## config.mk

```make
export PLATFORM = sky130hd
export DESIGN_NAME = seg_scan_driver
export DESIGN_NICKNAME = d
export VERILOG_FILES = /design/src/rtl/seg_scan_driver.sv
export SDC_FILE = /design/constraint.sdc
export NUM_CORES = 1
export LEC_CHECK = 0
export CAP_MARGIN = 40
export CORE_UTILIZATION = 55
export CTS_BUF_LIST = sky130_fd_sc_hd__clkbuf_4
export DETAILED_ROUTE_END_ITERATION = 10
export PLACE_DENSITY = 0.94
export SYNTH_ARGS = -nofsm -noshare
export SYNTH_HDL_FRONTEND = slang
export SYNTH_SLANG_ARGS = --single-unit
```

## constraint.sdc

```tcl
create_clock -name clk -period 3.7 [get_ports clk]
set_clock_uncertainty 0.15 [all_clocks]
set_input_delay 0.74 -clock clk [delete_from_list [all_inputs] [get_ports clk]]
set_output_delay 0.74 -clock clk [all_outputs]
set_load 0.03 [all_outputs]
```

## src/rtl/seg_scan_driver.sv

```systemverilog
// ---------------------------------------------------------------------------
// seg_scan_driver
//
// Purpose:
//   Drives an N-digit common-anode 7-segment display through one
//   time-multiplexed segment bus. Per-digit hex value, decimal point and
//   blank flags are captured into a shadow register on load. A prescaled
//   scan counter walks the digits. segment and anode are registered together,
//   so a digit change never shows a mix of two digits.
//
// Optional feature:
//   `define SEG_LZ_SUPPRESS_EN to build leading-zero suppression. Digit k>0 is
//   blanked when its nibble and every higher nibble are zero. Digit 0 is
//   never suppressed, and the decimal point is not affected. Without the
//   macro, zeros are displayed normally and no suppression logic is built.
//
// Parameters:
//   N_DIGITS  number of digits scanned (1..8)
//   SCAN_DIV  clock cycles each digit stays lit (>= 2)
//   IDX_W     width of digit_idx (derived, not overridable)
//
// Ports:
//   clk        system clock
//   rst_n      synchronous active-low reset
//   load       capture hex_in/dp_in/blank_in into the shadow register
//   hex_in     nibble k is the value for digit k (digit 0 = rightmost)
//   dp_in      1 = decimal point on for digit k
//   blank_in   1 = segments a-g off for digit k
//   enable     0 = display dark and scan frozen
//   segment    active-low segments, [0]=a .. [6]=g, [7]=p
//   anode      active-low digit select, one-hot-low
//   digit_idx  index of the currently lit digit
//   scan_tick  one-cycle pulse each time digit_idx advances
// ---------------------------------------------------------------------------
module seg_scan_driver #(
   parameter  int unsigned N_DIGITS = 4,
   parameter  int unsigned SCAN_DIV = 50000,
   localparam int unsigned IDX_W    = (N_DIGITS > 1) ? $clog2(N_DIGITS) : 1
) (
   input  logic                  clk,
   input  logic                  rst_n,
   input  logic                  load,
   input  logic [4*N_DIGITS-1:0] hex_in,
   input  logic [N_DIGITS-1:0]   dp_in,
   input  logic [N_DIGITS-1:0]   blank_in,
   input  logic                  enable,
   output logic [7:0]            segment,
   output logic [N_DIGITS-1:0]   anode,
   output logic [IDX_W-1:0]      digit_idx,
   output logic                  scan_tick
);

   localparam int unsigned PRE_W = (SCAN_DIV > 2) ? $clog2(SCAN_DIV) : 1;

   // Shadow register holding the displayed content.
   logic [4*N_DIGITS-1:0] hex_sh;
   logic [N_DIGITS-1:0]   dp_sh;
   logic [N_DIGITS-1:0]   blank_sh;

   // Scan state.
   logic [PRE_W-1:0]      pre;

   // Combinational next values for the output registers.
   logic [N_DIGITS-1:0]   hide_c;
   logic [3:0]            cur_hex_c;
   logic                  cur_dp_c;
   logic                  cur_hide_c;
   logic [7:0]            seg_next_c;
   logic [N_DIGITS-1:0]   anode_next_c;
   logic                  pre_last_c;
   logic [IDX_W-1:0]      idx_next_c;

   // Active-low a..g pattern for one hex nibble.
   function automatic logic [6:0] hex_to_seg(input logic [3:0] v);
      logic [6:0] s;
      case (v)
         4'h0:    s = 7'h40;
         4'h1:    s = 7'h79;
         4'h2:    s = 7'h24;
         4'h3:    s = 7'h30;
         4'h4:    s = 7'h19;
         4'h5:    s = 7'h12;
         4'h6:    s = 7'h02;
         4'h7:    s = 7'h78;
         4'h8:    s = 7'h00;
         4'h9:    s = 7'h10;
         4'hA:    s = 7'h08;
         4'hB:    s = 7'h03;
         4'hC:    s = 7'h46;
         4'hD:    s = 7'h21;
         4'hE:    s = 7'h06;
         default: s = 7'h0E;
      endcase
      return s;
   endfunction

`ifdef SEG_LZ_SUPPRESS_EN
   // Leading-zero detection: walk from the top digit down while nibbles are 0.
   logic [N_DIGITS-1:0] lz_c;

   always_comb begin
      logic zero_run;
      zero_run = 1'b1;
      lz_c     = '0;
      for (int k = int'(N_DIGITS) - 1; k >= 0; k--) begin
         zero_run = zero_run & (hex_sh[4*k +: 4] == 4'h0);
         lz_c[k]  = zero_run & (k != 0);
      end
   end

   assign hide_c = blank_sh | lz_c;
`else
   assign hide_c = blank_sh;
`endif

   // Select the current digit's shadow fields and form the next outputs.
   always_comb begin
      cur_hex_c    = 4'h0;
      cur_dp_c     = 1'b0;
      cur_hide_c   = 1'b0;
      anode_next_c = '1;
      for (int k = 0; k < int'(N_DIGITS); k++) begin
         if (digit_idx == IDX_W'(k)) begin
            cur_hex_c       = hex_sh[4*k +: 4];
            cur_dp_c        = dp_sh[k];
            cur_hide_c      = hide_c[k];
            anode_next_c[k] = 1'b0;
         end
      end
      seg_next_c = {~cur_dp_c, cur_hide_c ? 7'h7F : hex_to_seg(cur_hex_c)};
   end

   // Prescaler terminal count and digit wrap.
   always_comb begin
      pre_last_c = (pre == PRE_W'(SCAN_DIV - 1));
      if (digit_idx == IDX_W'(N_DIGITS - 1)) begin
         idx_next_c = '0;
      end else begin
         idx_next_c = digit_idx + IDX_W'(1);
      end
   end

   // Shadow capture, scan counters and output registers.
   always_ff @(posedge clk) begin
      if (!rst_n) begin
         hex_sh    <= '0;
         dp_sh     <= '0;
         blank_sh  <= '0;
         pre       <= '0;
         digit_idx <= '0;
         scan_tick <= 1'b0;
         segment   <= 8'hFF;
         anode     <= '1;
      end else begin
         if (load) begin
            hex_sh   <= hex_in;
            dp_sh    <= dp_in;
            blank_sh <= blank_in;
         end

         scan_tick <= 1'b0;
         if (enable) begin
            if (pre_last_c) begin
               pre       <= '0;
               digit_idx <= idx_next_c;
               scan_tick <= 1'b1;
            end else begin
               pre <= pre + PRE_W'(1);
            end
            // Outputs reflect the pre-edge digit and shadow contents.
            segment <= seg_next_c;
            anode   <= anode_next_c;
         end else begin
            segment <= 8'hFF;
            anode   <= '1;
         end
      end
   end

endmodule

```

After elaboration in Yosys (flattened, before gate mapping)
Memories as Yosys holds them, arrays and structs flattened. A register that Yosys moved wholly into a read port is not among the register bits.
Index checks and enable logic that the tools add are counted.
Word-level totals
  register bits: 48
  memories: 1
  output and inout port bits: 15
  bits in writable memories: 0
  logic and storage cells: 41
  ROM bits: 112
  latch bits: 0
  input bits: 28
Memories
  (name not given): depth 16, width 7, read ports 1, clocked after memory_dff 1, write ports 0, RTL line 76  | case (v)
Cells by class
  order comparisons: 0
  reduce and logical (&&, ||, !) cells: 4
  multiply operators: 0
  div/mod/pow operators: 0
  equal/unequal tests: 4
  shift-type cells: 0
  bitwise logic cells: 3
  mux-type cells: 19
  add/sub/neg operators: 2
Operators by type and width (count)
  16-bit by 1-bit adder with 16-bit output, second input constant: 1
  16-bit == test, second input constant: 1
  16-bit 2-to-1 mux: 1
  4-bit 2-to-1 mux: 4
  1-bit 2-to-1 mux: 13
  2-bit == test, second input constant: 2
  2-bit AND reduction: 2
  1-bit NOT: 3
  3-bit OR reduction: 1
  2-bit by 1-bit adder with 2-bit output, second input constant: 1
  2-bit by 1-bit == test with 1-bit output, second input constant: 1
  2-bit zero test: 1
  2-bit 2-to-1 mux: 1

Logic depth before layout (Yosys ltp)
Gate-level depths: netlist of run 1.
  depth after elaboration: 6
  depth in mapped cells: 11
  mapped depth without buffers: 10

Worst setup path before layout of run 1
No wires, ideal clock.
  kind: flip-flop to flip-flop
  start point: register digit_idx[1]
  end point: register segment[6]
  arrival time: 2.180 ns
  required time: 3.408 ns
  slack: 1.228 ns
  path buffers: 1
  period minus slack after synthesis: 2.472 ns
  stages on the path, launching flop included: 11
  path through: dfxtp_1 inv_1 ha_1 buf_6 nand3b_1 a211oi_2 inv_1 ha_1 mux2_2 nand2_1 o211ai_1
Between the ends
  word-level cells in the longest chain between the ends: 6
Ends and longest elaborated chain
  start: declaration: RTL line 49  | output logic [IDX_W-1:0] digit_idx,
  start signal: assignment: RTL line 165  | digit_idx <= idx_next_c;
  2-bit zero test: RTL line 123  | if (digit_idx == IDX_W'(k)) begin
  1-bit 2-to-1 mux (4 in a row): RTL line 123
  3-bit OR reduction (no source line)
  end: declaration: RTL line 47  | output logic [7:0] segment,
Parallel ways exist; a longest one is shown, timed or not.
A chain may end at the register's enable or synchronous reset.

Worst setup path in the final report of run 1
  start point: register digit_idx[0]
  end point: register segment[6]
Same word-level chain as after synthesis.

==> impl_metrics.env, run 1 <==
export IMPL_cts_setup_buffers=0
export IMPL_drt_iter0_markers=130
export IMPL_dpl_hpwl_um=3642
export IMPL_required_ns=3.79
export IMPL_grt_pass1_wl_um=8797
export IMPL_first_pass_iters=4
export IMPL_synth_cells=273
export IMPL_synthMuxAreaShare=0.1195
export IMPL_syn_nets=312
export IMPL_hold_buffers=0
export IMPL_max_slew_margin=0.4356
export IMPL_synth_compound_area_frac=0.08000
export IMPL_power_per_cell_area_nw_per_um2=339.6
export IMPL_timing_hold_ws_ns=0.3630
export IMPL_cts_tree="built"
export IMPL_fin_crit_sh=0.7634
export IMPL_cts_buffer_depth=2
export IMPL_maxCapViolCount=0
export IMPL_dieWidth_um=69.87
export IMPL_synthDistinctLibCells=41
export IMPL_synth_xor_area_share=0.04840
export IMPL_worst_slack_ns=0.8755
export IMPL_ir_drop_v=0.0001536
export IMPL_hold_viol_final=0
export IMPL_io_buffers=42
export IMPL_status="finished clean"
export IMPL_grt_pass1_vias=1994
export IMPL_ios=43
export IMPL_gp_congestion=0.8719
export IMPL_final_util=0.6781
export IMPL_synth_seq_cells=55
export IMPL_cts_resized_gates=0
export IMPL_timing_final_crit_period_ns=2.825
export IMPL_layout_common_cells="55 x dfxtp_1, 48 x nor2_1, 42 x clkdlybuf4s50_1"
export IMPL_preCtsSetupSlack_ns=0.8653
export IMPL_rsz0062_at_grt="no"
export IMPL_startpoint_type="register"
export IMPL_worstMarginPinSlew_ns=0.8450
export IMPL_ant_nets=0
export IMPL_netlist_area_um2=2534
export IMPL_syn_avg_cell_area_um2=9.281
export IMPL_cp_arrival_ns=2.92
export IMPL_clk_latency_ns=0.37
export IMPL_ys_warn_count=0
export IMPL_p_total_mw=1.010
export IMPL_critPathKind="reg -> reg"
export IMPL_grtUsageTotal=0.2236
export IMPL_yosys_area_share_simple=0.2094
export IMPL_async_flop_share=0
export IMPL_cts_htree_levels=2
export IMPL_rows=24
export IMPL_crit_fanout=17
export IMPL_ctsRootBufferMaster="clkbuf_4"
export IMPL_crit_path_end_kind="register"
export IMPL_synth_edf_count=0
export IMPL_leakage_nw=1.166
export IMPL_clock_fmax_mhz=354.0
export IMPL_hp_class="reg -> reg"
export IMPL_vias=2002
export IMPL_initial_utilization=0.5779
export IMPL_seq_area_frac_synth=0.4346
export IMPL_dieArea_um2=4882
export IMPL_tns_ns=0
export IMPL_antenna_found_initial=0
export IMPL_avgViaCountPerCell=5.561
export IMPL_area_delta_synth_final_pct=17.33
export IMPL_layout_nets=348
export IMPL_drcViolationCount=0
export IMPL_synth_fa_ha_area_frac=0.05432
export IMPL_grt_overflow_total=0
export IMPL_finalSetupViolCount=0
export IMPL_synth_top_family_by_area="simple AND/OR/NAND/NOR gates"
export IMPL_antenna_cells=0
export IMPL_wirelength_um=5184
export IMPL_drive_above_1_share=0.06169
export IMPL_grt_max_degree=28
export IMPL_finalMaxSlewViolations=0
export IMPL_die_h_um=69.87
export IMPL_post_drt_wl_per_cell_um=14.40
export IMPL_numCtsBuffers=5
export IMPL_synth_ff_type="dfxtp_1"
export IMPL_layout_commonest_cell="dfxtp_1"
export IMPL_core_area_um2=4384
export IMPL_cts_sinks=55
export IMPL_path_clk_slew_ns=0.14
[final timing paths]
kind / startpoint / end / slack, ns / cells past startpoint
worst max-delay path: digit_idx[0]$_SDFFE_PN0P_ / segment[6]$_SDFF_PP1_ / 0.88 / 6
worst min-delay path: dp_sh[1]$_SDFFE_PN0P_ / dp_sh[1]$_SDFFE_PN0P_ / 0.36 / 2
worst max register to register: digit_idx[0]$_SDFFE_PN0P_ / segment[6]$_SDFF_PP1_ / 0.88 / 6
worst min register to register: dp_sh[1]$_SDFFE_PN0P_ / dp_sh[1]$_SDFFE_PN0P_ / 0.36 / 2
[worst max-delay path, stage by stage (launching register included)]
cell	delay [ns]
dfxtp_1	0.50
ha_1	0.60
nor3b_1	0.13
a211oi_2	0.74
mux2_2	0.41
nand2_1	0.07
o211ai_1	0.10
[layout make-up]
class / count / area, um2
Clock buffer: 6 / 45.04
Inverter: 10 / 37.54
Sequential cell: 55 / 1101
Timing Repair Buffer: 43 / 427.9
Fill cell: 357 / 1411
Multi-Input combinational cell: 194 / 1296
Tap cell: 52 / 65.06
[synthesized netlist by cell type (2+ instances only)]
cell type / instances / area (um2)
a211oi_1: 2 / 15.01
a211oi_2: 3 / 37.54
a21oi_1: 10 / 50.05
and3_1: 2 / 12.51
buf_2: 4 / 20.02
buf_4: 3 / 22.52
buf_6: 4 / 45.04
clkbuf_1: 3 / 11.26
dfxtp_1: 55 / 1101
ha_1: 11 / 137.6
inv_1: 9 / 33.78
mux2_2: 2 / 22.52
mux2i_1: 28 / 280.3
nand2_1: 26 / 97.59
nand2b_1: 2 / 12.51
nand3_1: 4 / 20.02
nand3b_1: 5 / 37.54
nand4_1: 5 / 31.28
nor2_1: 48 / 180.2
nor2b_1: 3 / 18.77
nor3_1: 4 / 20.02
nor3b_1: 3 / 22.52
o211ai_1: 4 / 30.03
o21ai_0: 2 / 10.01
o21ai_1: 2 / 10.01
o221ai_1: 2 / 17.52
xnor2_1: 5 / 43.79
xor2_1: 9 / 78.83
[stage by stage]
step           instances  cell area, um2
4_1_cts              360            2973
2_1_floorplan        273            2534
6_report             360            2973
5_1_grt              360            2973
3_5_place_dp         354            2928
3_3_place_gp         354            2928
[flip-flops by register name (all words and copies together), names as in the netlist]
signal,flops
dp_sh,4
digit_idx,2
segment,8
blank_sh,4
anode,4
pre,16
scan_tick,1
hex_sh,16
[power breakdown]
group          leakage (nW)  switching (mW)  total (mW)  internal, mW
clock network        0.0276           0.170       0.245        0.0754
registers             0.450          0.0125       0.628         0.616
logic                 0.688          0.0667       0.136        0.0693
[layer usage]
metal | share of wire | wire length [um] | track usage
met2 | 0.49 | 2528 | 0.3707
met5 | 0 | 0 | 0
met3 | 0.047 | 246 | 0.05772
met1 | 0.45 | 2349 | 0.2843
met4 | 0.012 | 60 | 0.07111
[logic make-up after synthesis]
logic type / after synthesis
mux: 30
fa+ha+maj: 11
xor+xnor: 14
compound gates: 28
buf+inv: 24
flops: 55
simple gates: 111
No activity file was read; power rests on OpenSTA's default activity.
==> run 2: changes to the inputs <==
==> constraint.sdc (replaced) <==
create_clock -name clk -period 2.8 [get_ports clk]
set_clock_uncertainty 0.15 [all_clocks]
set_input_delay 0.56 -clock clk [delete_from_list [all_inputs] [get_ports clk]]
set_output_delay 0.56 -clock clk [all_outputs]
set_load 0.03 [all_outputs]
==> impl_metrics.env, run 2 (synthesis gave the netlist of run 1 again) <==
export IMPL_preCtsSetupSlack_ns=0.2387
export IMPL_grt_pass1_wl_um=8963
export IMPL_cts_setup_buffers=0
export IMPL_critPathKind="reg -> reg"
export IMPL_cts_htree_levels=2
export IMPL_io_buffers=42
export IMPL_status="finished clean"
export IMPL_nFillCells=339
export IMPL_cts_buffer_depth=2
export IMPL_path_cells="ha_1, nand3b_1, a31o_2, inv_1, ha_1, mux2_2, nand2_1, o211ai_1"
export IMPL_post_drt_wl_per_cell_um=14.49
export IMPL_path_clk_slew_ns=0.14
export IMPL_finalSetupViolCount=0
export IMPL_rows=24
export IMPL_pwr_share_comb=0.139
export IMPL_startpoint_type="register"
export IMPL_fin_crit_sh=0.8877
export IMPL_layout_nets=355
export IMPL_vias=2021
export IMPL_worstMarginPinSlew_ns=0.5168
export IMPL_hold_buffers=0
export IMPL_cts_resized_gates=0
export IMPL_final_util=0.6904
export IMPL_area_delta_synth_final_pct=19.46
export IMPL_ant_nets=0
export IMPL_worst_slack_ns=0.3145
export IMPL_hold_viol_final=0
export IMPL_drcViolationCount=0
export IMPL_dpl_hpwl_um=3858
export IMPL_cp_num_buf_inv=1
export IMPL_top_regs="hex_sh: 16 flops, pre: 16 flops, segment: 8 flops"
export IMPL_grt_overflow_total=0
export IMPL_power_switching_mw=0.3316
export IMPL_tns_ns=0
export IMPL_layout_common_cells="55 x dfxtp_1, 48 x nor2_1, 42 x clkdlybuf4s50_1"
export IMPL_crit_path_frequent_cell="ha_1"
export IMPL_crit_slowest_cell="ha_1"
export IMPL_timing_final_crit_period_ns=2.486
export IMPL_die_h_um=69.87
export IMPL_dieWidth_um=69.87
export IMPL_antenna_found_initial=0
export IMPL_p_clk_frac=0.237
export IMPL_gp_congestion=0.8841
export IMPL_crit_path_end_kind="register"
export IMPL_clk_latency_ns=0.36
export IMPL_ios=43
export IMPL_grt_pass1_vias=1929
export IMPL_cp_arrival_ns=2.57
export IMPL_drt_iter0_markers=125
export IMPL_maxCapViolCount=0
export IMPL_rsz0062_at_grt="no"
export IMPL_grt_max_degree=28
export IMPL_power_per_cell_area_nw_per_um2=439.9
export IMPL_cpPeakStageDelay_ns=0.51
export IMPL_hp_class="reg -> reg"
export IMPL_critPathTopFamily="adder cells"
export IMPL_first_pass_iters=4
export IMPL_ir_drop_v=0.0001822
export IMPL_cts_tree="built"
export IMPL_avgViaCountPerCell=5.492
export IMPL_leakage_nw=1.203
export IMPL_clock_fmax_mhz=402.3
export IMPL_internal_power_mw=0.9997
export IMPL_finalMaxSlewViolations=0
export IMPL_required_ns=2.88
export IMPL_layout_commonest_cell="dfxtp_1"
export IMPL_dieArea_um2=4882
export IMPL_wirelength_um=5334
export IMPL_r2r_setup_slack_ns=0.31
export IMPL_drive_above_1_share=0.08228
export IMPL_initial_utilization=0.5779
export IMPL_antenna_cells=0
export IMPL_ctsRootBufferMaster="clkbuf_4"
export IMPL_grtUsageTotal=0.2296
export IMPL_cts_sinks=55
export IMPL_crit_fanout=13
export IMPL_timing_hold_ws_ns=0.3657
export IMPL_max_slew_margin=0.6554
export IMPL_seqPwrFrac=0.624
export IMPL_numCtsBuffers=5
export IMPL_core_area_um2=4384
export IMPL_p_sw_frac=0.2491
## run 2: routing by layer
layer | global-route usage | part of all wire
met4 | 0.05778 | 0.011
met1 | 0.3005 | 0.46
met3 | 0.04906 | 0.052
met5 | 0 | 0
met2 | 0.3857 | 0.48
## run 2: area by class of cell
cell class | count | area, um2 | share of cell area
clock buffer | 5 | 37.54 | 0.01240
clock inverter | 2 | 8.758 | 0.002894
inverter | 10 | 37.54 | 0.01240
multi-input combinational | 194 | 1296 | 0.4283
sequential | 55 | 1101 | 0.3638
tap | 52 | 65.06 | 0.02150
timing repair buffer | 50 | 480.5 | 0.1587
## run 2: power by group through the flow
stage / sequential, mW / combinational [mW] / clock, mW
3_3_place_gp: 0.847 / 0.177 / 0
4_1_cts: 0.831 / 0.185 / 0.322
3_5_place_dp: 0.848 / 0.184 / 0
2_1_floorplan: 0.859 / 0.0968 / 0
5_1_grt: 0.835 / 0.202 / 0.357
6_report: 0.831 / 0.185 / 0.316
## run 2: final timing paths
| path | start | endpoint | depth (start not counted) |
|---|---|---|---|
| max reg2reg | digit_idx[0]$_SDFFE_PN0P_ | segment[6]$_SDFF_PP1_ | 8 |
| max | digit_idx[0]$_SDFFE_PN0P_ | segment[6]$_SDFF_PP1_ | 8 |
| min | dp_sh[0]$_SDFFE_PN0P_ | dp_sh[0]$_SDFFE_PN0P_ | 2 |
| min reg2reg | dp_sh[0]$_SDFFE_PN0P_ | dp_sh[0]$_SDFFE_PN0P_ | 2 |
## run 2: metrics by stage
step / instance area [um2] / power [mW] / std cells
6_report: 3027 / 1.331 / 368
2_1_floorplan: 2534 / 0.9560 / 273
4_1_cts: 3027 / 1.338 / 368
3_5_place_dp: 2980 / 1.032 / 361
5_1_grt: 3027 / 1.394 / 368
3_3_place_gp: 2980 / 1.024 / 361
## run 2: worst register-to-register path, delay by kind of cell, from the launching register on
| kind | cells | cell delay (ns) |
|---|---|---|
| AO/OA/AOI/OAI | 2 | 0.32 |
| adder cells (fa/ha/maj) | 2 | 0.77 |
| buffers and inverters | 1 | 0.12 |
| flip-flops | 1 | 0.47 |
| multiplexers | 1 | 0.27 |
| AND/OR/NAND/NOR | 2 | 0.25 |
